==> config.mk <==
export PLATFORM = sky130hd
export DESIGN_NAME = data_cache
export DESIGN_NICKNAME = d
export VERILOG_FILES = /design/src/rtl/data_cache.sv
export SDC_FILE = /design/constraint.sdc
export NUM_CORES = 1
export LEC_CHECK = 0
export BUFFER_PORTS_ARGS = -buffer_cell sky130_fd_sc_hd__buf_4
export CELL_PAD_IN_SITES_DETAIL_PLACEMENT = 1
export CELL_PAD_IN_SITES_GLOBAL_PLACEMENT = 1
export CORE_MARGIN = 2
export CORE_UTILIZATION = 56
export CTS_CLUSTER_SIZE = 30
export DETAILED_ROUTE_END_ITERATION = 8
export GPL_TIMING_DRIVEN = 1
export PLACE_DENSITY = 0.94
export SLEW_MARGIN = 10
export SYNTH_ARGS = -nofsm -noshare
export SYNTH_HDL_FRONTEND = slang
export SYNTH_SLANG_ARGS = --single-unit
export TNS_END_PERCENT = 100
==> constraint.sdc <==
create_clock -name clk -period 14.94 [get_ports clk]
set_clock_uncertainty 0.15 [all_clocks]
set_input_delay 0.747 -clock clk [delete_from_list [all_inputs] [get_ports clk]]
set_output_delay 0.747 -clock clk [all_outputs]
set_load 0.03 [all_outputs]
==> src/rtl/data_cache.sv <==
// data_cache: direct-mapped, write-through, no-write-allocate data cache
// with one 32-bit word per line, sitting between a stalling datapath and a
// fixed-latency main memory.
//
// Ports:
//   clk          - single clock, all state changes on its rising edge
//   rst_b        - synchronous active-low reset
//   cpu_req      - datapath access request
//   cpu_we       - 1 = store, 0 = load
//   cpu_addr     - byte address (bits [1:0] ignored)
//   cpu_wdata    - store data, byte lanes, lane 0 least significant
//   cpu_rdata    - load data, byte lanes
//   cpu_ready    - access completes this cycle
//   mem_addr     - word-aligned address to main memory
//   mem_data_in  - write data to main memory
//   mem_data_out - read data from main memory
//   mem_we       - main memory write strobe
module data_cache #(
  parameter int XLEN        = 32,
  parameter int INDEX_BITS  = 3,
  parameter int MEM_LATENCY = 4
) (
  input  logic                 clk,
  input  logic                 rst_b,
  input  logic                 cpu_req,
  input  logic                 cpu_we,
  input  logic [XLEN-1:0]      cpu_addr,
  input  logic [3:0][7:0]      cpu_wdata,
  output logic [3:0][7:0]      cpu_rdata,
  output logic                 cpu_ready,
  output logic [XLEN-1:0]      mem_addr,
  output logic [3:0][7:0]      mem_data_in,
  input  logic [3:0][7:0]      mem_data_out,
  output logic                 mem_we
);

  localparam int LINES = 1 << INDEX_BITS;
  localparam int TAG_W = XLEN - INDEX_BITS - 2;
  localparam logic [3:0] LAST_CNT = 4'(MEM_LATENCY - 1);

  typedef enum logic [1:0] {IDLE, FILL, WRITE} state_t;

  // Control state (reset)
  state_t              state;
  logic [3:0]          cnt;
  logic [LINES-1:0]    valid;
  logic [XLEN-1:0]     mem_addr_q;
  logic [3:0][7:0]     mem_data_in_q;
  logic                mem_we_q;

  // Storage and latched request (not reset)
  logic [TAG_W-1:0]    tags [LINES];
  logic [3:0][7:0]     data [LINES];
  logic [XLEN-3:0]     lat_word;
  logic [3:0][7:0]     lat_wdata;
  logic                lat_hit;

  // Byte-offset bits are intentionally ignored.
  logic                unused_byte_offset;
  assign unused_byte_offset = ^cpu_addr[1:0];

  // Lookup on the live request address (only meaningful in IDLE)
  logic [INDEX_BITS-1:0] req_index;
  logic [TAG_W-1:0]      req_tag;
  logic                  lookup_hit;

  assign req_index  = cpu_addr[INDEX_BITS+1:2];
  assign req_tag    = cpu_addr[XLEN-1:INDEX_BITS+2];
  assign lookup_hit = valid[req_index] && (tags[req_index] == req_tag);

  // Latched request fields used while a memory transaction is in flight
  logic [INDEX_BITS-1:0] lat_index;
  logic [TAG_W-1:0]      lat_tag;

  assign lat_index = lat_word[INDEX_BITS-1:0];
  assign lat_tag   = lat_word[XLEN-3:INDEX_BITS];

  logic last_cycle;
  assign last_cycle = (cnt == LAST_CNT);

  // Event strobes shared by the control and storage blocks. All of them are
  // suppressed while reset is asserted, so an aborted transaction never
  // touches the line storage.
  logic accept;
  logic fill_done;
  logic write_done;

  assign accept     = rst_b && (state == IDLE) && cpu_req && (cpu_we || !lookup_hit);
  assign fill_done  = rst_b && (state == FILL) && last_cycle;
  assign write_done = rst_b && (state == WRITE) && last_cycle;

  // Datapath-facing outputs: a read hit answers combinationally in IDLE,
  // a fill forwards memory data straight through on its final cycle.
  always_comb begin
    cpu_ready = 1'b0;
    cpu_rdata = '0;
    if (rst_b) begin
      case (state)
        IDLE: begin
          if (cpu_req && !cpu_we && lookup_hit) begin
            cpu_ready = 1'b1;
            cpu_rdata = data[req_index];
          end
        end
        FILL: begin
          if (last_cycle) begin
            cpu_ready = 1'b1;
            cpu_rdata = mem_data_out;
          end
        end
        WRITE: begin
          if (last_cycle) begin
            cpu_ready = 1'b1;
          end
        end
        default: begin
          cpu_ready = 1'b0;
          cpu_rdata = '0;
        end
      endcase
    end
  end

  // Memory-facing outputs are registered: loaded on acceptance, held for the
  // whole transaction, and cleared on completion or reset.
  assign mem_addr    = mem_addr_q;
  assign mem_data_in = mem_data_in_q;
  assign mem_we      = mem_we_q;

  // Control FSM
  always_ff @(posedge clk) begin
    if (!rst_b) begin
      state         <= IDLE;
      cnt           <= 4'd0;
      valid         <= '0;
      mem_addr_q    <= '0;
      mem_data_in_q <= '0;
      mem_we_q      <= 1'b0;
    end else begin
      case (state)
        IDLE: begin
          if (accept) begin
            cnt           <= 4'd0;
            mem_addr_q    <= {cpu_addr[XLEN-1:2], 2'b00};
            mem_data_in_q <= cpu_we ? cpu_wdata : '0;
            mem_we_q      <= cpu_we;
            state         <= cpu_we ? WRITE : FILL;
          end
        end
        FILL, WRITE: begin
          if (last_cycle) begin
            if (state == FILL) begin
              valid[lat_index] <= 1'b1;
            end
            cnt           <= 4'd0;
            mem_addr_q    <= '0;
            mem_data_in_q <= '0;
            mem_we_q      <= 1'b0;
            state         <= IDLE;
          end else if (cnt != 4'hF) begin
            // Saturating count; MEM_LATENCY <= 15 keeps it from ever reaching
            // the cap inside a legal transaction.
            cnt <= cnt + 4'd1;
          end
        end
        default: begin
          state <= IDLE;
        end
      endcase
    end
  end

  // Line storage and request latch
  always_ff @(posedge clk) begin
    if (accept) begin
      lat_word  <= cpu_addr[XLEN-1:2];
      lat_wdata <= cpu_wdata;
      lat_hit   <= lookup_hit;
    end
    if (fill_done) begin
      tags[lat_index] <= lat_tag;
      data[lat_index] <= mem_data_out;
    end
    // Write-through, no-allocate: only refresh a line that was resident
    // when the store was accepted.
    if (write_done && lat_hit) begin
      data[lat_index] <= lat_wdata;
    end
  end

endmodule

Word level (Yosys, flattened, before mapping) --
Memory sizes are Yosys's and may differ from the RTL's. Index checks and enable logic that the tools add are counted.
Cells by class: add/subtract/negate cells 1, $lt $le $gt $ge 3, eq/ne operators 8, muxes and demuxes 34, bitwise gates (word level) 2, reductions and logical operators 22
Operators by type and width (count):
- two-way mux 32 bit | 8
- one-hot mux 32 bit (2 select lines) | 3
- == test 27 bit | 1
- logical AND 1 bit | 12
- two-way mux 4 bit | 3
- two-way mux 1 bit | 11
- AND reduction 3 bit | 3
- < comparator 3 x 4 -> 1 bit, second input constant | 2
- OR 8 bit | 1
- one-hot mux 4 bit (2 select lines) | 1
- two-way mux 2 bit | 3
- adder 4 x 1 -> 4 bit, second input constant | 1
- == test 4 x 2 -> 1 bit, second input constant | 1
- inequality test 4 bit, second input constant | 1
- one-hot mux 1 bit (2 select lines) | 2
- one-hot mux 2 bit (2 select lines) | 1
- binary-select mux 1 bit (select 3 bit) | 1
- demux 1 bit (select 3 bit) | 1
- greater-or-equal comparator 3 x 1 -> 1 bit, second input constant | 1
- inequality test 3 x 1 -> 1 bit, second input constant | 1
- == test 2 x 1 -> 1 bit, second input constant | 1
- == test 2 bit, second input constant | 1
- zero test 1 bit | 2
- zero test 2 bit | 1
- other kinds (7) | 7
Word-level totals: bits in registers 142, memory bits (writable) 472, bits of input ports 100, output and inout port bits 98, word-level logic and storage cells 87, memories kept 2
Memory list:
- data | words 8, width 32, read ports 1, clocked after memory_dff 0, wr ports 1, line 53 | logic [3:0][7:0] data [LINES];
- tags | words 8, width 27, read ports 1, clocked after memory_dff 0, wr ports 1, line 52 | logic [TAG_W-1:0] tags [LINES];

Longest topological paths before layout --
depth after elaboration 8, depth in mapped cells 14, mapped depth without buffers 9

Worst setup path before layout --
Ideal clock, no wire load.
path type in2reg, start point input port cpu_addr[2], end point register lat_hit, enable pin, setup time 0.485 ns, arrival 4.857 ns, required time 14.305 ns, path slack 9.448 ns, stages on the path 9, path buffers 2, path through buf_6 -> buf_8 -> mux4_2 -> mux2i_1 -> xor2_1 -> and4_1 -> nand4_1 -> nor2_1 -> nor2_1
On the way: longest elaborated chain between the ends 6, elaborated cells between the ends (all ways) 8, those cells by class eq/ne: 1; mux: 2; reduce/logical: 4; memory: 1
RTL lines:
- start: declaration | line 27 | input logic [XLEN-1:0] cpu_addr,
- memory read (8 x 27 bit) or binary-select mux 1 bit (select 3 bit) (tied branches)
- == test 27 bit or two-way mux 1 bit (tied branches) | line 69 | assign lookup_hit = valid[req_index] && (tags[req_index] == req_tag);
- logical AND 1 bit (*) | line 69
- zero test 1 bit (*) | line 88 | assign accept = rst_b && (state == IDLE) && cpu_req && (cpu_we || !lookup_hit);
- logical OR 1 bit (*) | line 88
- logical AND 1 bit (*) | line 88
- named net accept | line 84 | logic accept;
- end signal: assignment | line 178 | lat_hit <= lookup_hit;
- end: declaration | line 56 | logic lat_hit;
The timed path passes the listed nets; every way through them passes the cells marked *. The select of a mux whose other input is x is not followed. A chain may end at the register's enable or synchronous reset.

==> impl_metrics.toml <==
[run_status]
status = "finished clean"

[global_route]
grt_pass1_vias = 14800
grt_pass1_wl_mm = 99.0
grt_usage_pct = 31.0
grt_overflow = 0
grt_max_degree = 94
grt_antenna_before_repair = 0

[synthesis]
netlist_instances = 1226
async_flop_share_pct = 0
ys_types = 58
ys_seq_elements = 612
netlist.area_leader.share_pct = 67.7
synth_flop_cell = "edfxtp_1"
synth_area_per_cell_sq_um = 19.4
ys_warn_count = 0
ys_top_cells_by_area = "edfxtp_1, mux4_2, dfxtp_1, mux2i_1, a22o_1"
seq_area_frac_synth_pct = 74.2
yosys.area.top_type = "edfxtp_1"
synth-edff-count = 535
netlist_area_sq_um = 23700

[layout]
num-fill-cells = 3506
final_cell_mix = "edfxtp_1, buf_4, mux4_2"
nets = 1549
diodes = 0
final_common_cell = "edfxtp_1"
post-route-util_pct = 65.8
final_cell_area_sq_um = 27500
area_growth_pct = 16.0
final_cells = 2030
drive_gt1_share_pct = 31.5

[setup_path]
critical_path_required_ns = 14.04
path_cells = "clkbuf_8 > buf_4 > mux4_1 > mux2i_1 > xor2_1 > nand2_1 > nor4_1 > nand2_1 > or3_1 > buf_4 > o21ai_0 > buf_4"
critPathLaunchType = "input port"
arrival_ns = 5.93
worstPathMaxFanout = 93
cp_slowest_cell = "buf_4"
max_stage_delay_ns = 0.96
crit_type = "input port to output pin"
end_kind = "output pin"
rrSetupSlack_ns = 10.36
crit_top_cell = "buf_4"

[route]
drt_iter0_drc = 1473
num_vias = 13400
dr.pass1.iters = 5
totalWireLength_mm = 66.6
drcViolationCount = 0
wl_per_cell_um = 32.8
viasPerCell = 6.60
ant_nets = 0

[power]
leakagePower_nw = 9.65
total_power_mw = 3.67
ir_drop_mv = 0.110
power_density_nw_per_um2 = 133

[job]
cap_viol_max_count = 0

[sta]
fin_crit_ns = 6.83
slew_headroom_pct = 17.3
fin_setup_tns_ns = 0
fmax_ghz = 0.146
tightest_slew_ns = 1.23
rsz0062_at_grt = "false"
min_period_over_period_pct = 45.7
slew_viol_final = 0
setup_viol = 0
hold_viol = 0

[clocking]
numCtsBuffers = 58
cts_setup_buffers = 0
path_clk_slew_ns = 0.07
cts_sinks = 612
cts_hold_buffers = 0
cts-resized-gates = 0
clkLatencyLatePin_ns = 0.64
cts_tree = "built"
root_buffer = "clkbuf_16"
clockBufferDepth = 3
htree_num_levels = 2

[place]
place_hpwl_mm = 37.9
dpl.cell_count = 1923
io_buffers = 193
placed_area_sq_um = 25700
place_congestion = 0.765

[floorplanning]
die_h_um = 210
dieArea_sq_um = 44100
num_rows = 75
num_io_pins = 198
dieWidth_um = 210
start_util_pct = 56.7
design.core.area_sq_um = 41900

[worst_hold_path]
hp-class = "input port to flip-flop"
[power by group]
group	leakage [nW]	total, mW	switching [mW]	internal [mW]
registers	5.46	1.92	0.0286	1.89
clock network	0.912	1.46	0.652	0.807
logic	3.28	0.290	0.181	0.110
total	9.65	3.67	0.862	2.81
[final timing paths]
kind / from / end / depth (start not counted)
min: cpu_wdata[30] / lat_wdata[30] / 1
max reg2reg: tags[2][0] / mem_data_in[23] / 10
max: cpu_addr[2] / cpu_rdata[31] / 12
min reg2reg: mem_data_in[11] / mem_data_in[11] / 1
[flip-flops by register name, indices dropped and copies added, names as in the netlist]
signal / cells
data: 256
state: 2
valid: 8
cnt: 4
lat_wdata: 32
lat_hit: 1
mem_we: 1
tags: 216
mem_addr: 30
mem_data_in: 32
lat_word: 30
[stage by stage]
| step | hold slack, ns | setup slack [ns] |
|---|---|---|
| 3_5_place_dp | 0.299 | 8.27 |
| 3_3_place_gp | 0.278 | 8.47 |
| 2_1_floorplan | 0.271 | 9.45 |
| 5_1_grt | 0.142 | 7.75 |
| 4_1_cts | 0.127 | 8.10 |
| 6_report | 0.157 | 8.11 |
[critical path: cells and delay by family]
kind,cells,cell delay (ns)
compound gates,1,0.33
xor+xnor,1,0.25
buf+inv,4,2.24
mux,2,0.96
simple gates,4,1.26
[area by class of cell]
type | instances | area [sq um] | share of cell area (%)
Clock buffer | 70 | 1560 | 5.66
Sequential cell | 612 | 17600 | 63.9
Clock inverter | 37 | 277 | 1.00
Multi-Input combinational cell | 546 | 5730 | 20.8
Timing Repair Buffer | 222 | 1670 | 6.08
Inverter | 4 | 15.0 | 0.0545
Tap cell | 539 | 674 | 2.45
[synth_stat cells, drive strengths merged, types with 3 or more instances]
master,instances
inv,4
a22o,74
a21boi,3
nand2,47
nand3,14
and4,3
nor4,6
o21ai,43
a21oi,4
nor3,7
edfxtp,535
nand3b,4
nor2,20
buf,36
ha,5
a21bo,3
or3,10
clkbuf,29
nor2b,3
mux2i,89
a21o,8
xor2,14
o22ai,4
nand2b,4
mux2,41
nand4,10
dfxtp,77
a22oi,9
mux4,96
[routing by layer]
metal	up-vias	part of all wire, %	global-route usage (%)	wire (um)
met2	855	52	53.6	34500
li1	5437	-	-	-
met5	-	0	0	0
met3	210	7.4	5.09	4950
met4	0	4.5	14.6	3010
met1	6894	36	38.6	24200
[kinds of logic after synthesis]
family	count (synthesis)	synth area share [%]
simple gates	140	3.08
flops	612	74.2
xor+xnor	15	0.553
mux	226	14.9
buf+inv	69	2.06
compound gates	158	4.97
other cells	1	0.0158
fa+ha+maj	5	0.264
(Power assumes the default switching activity.)
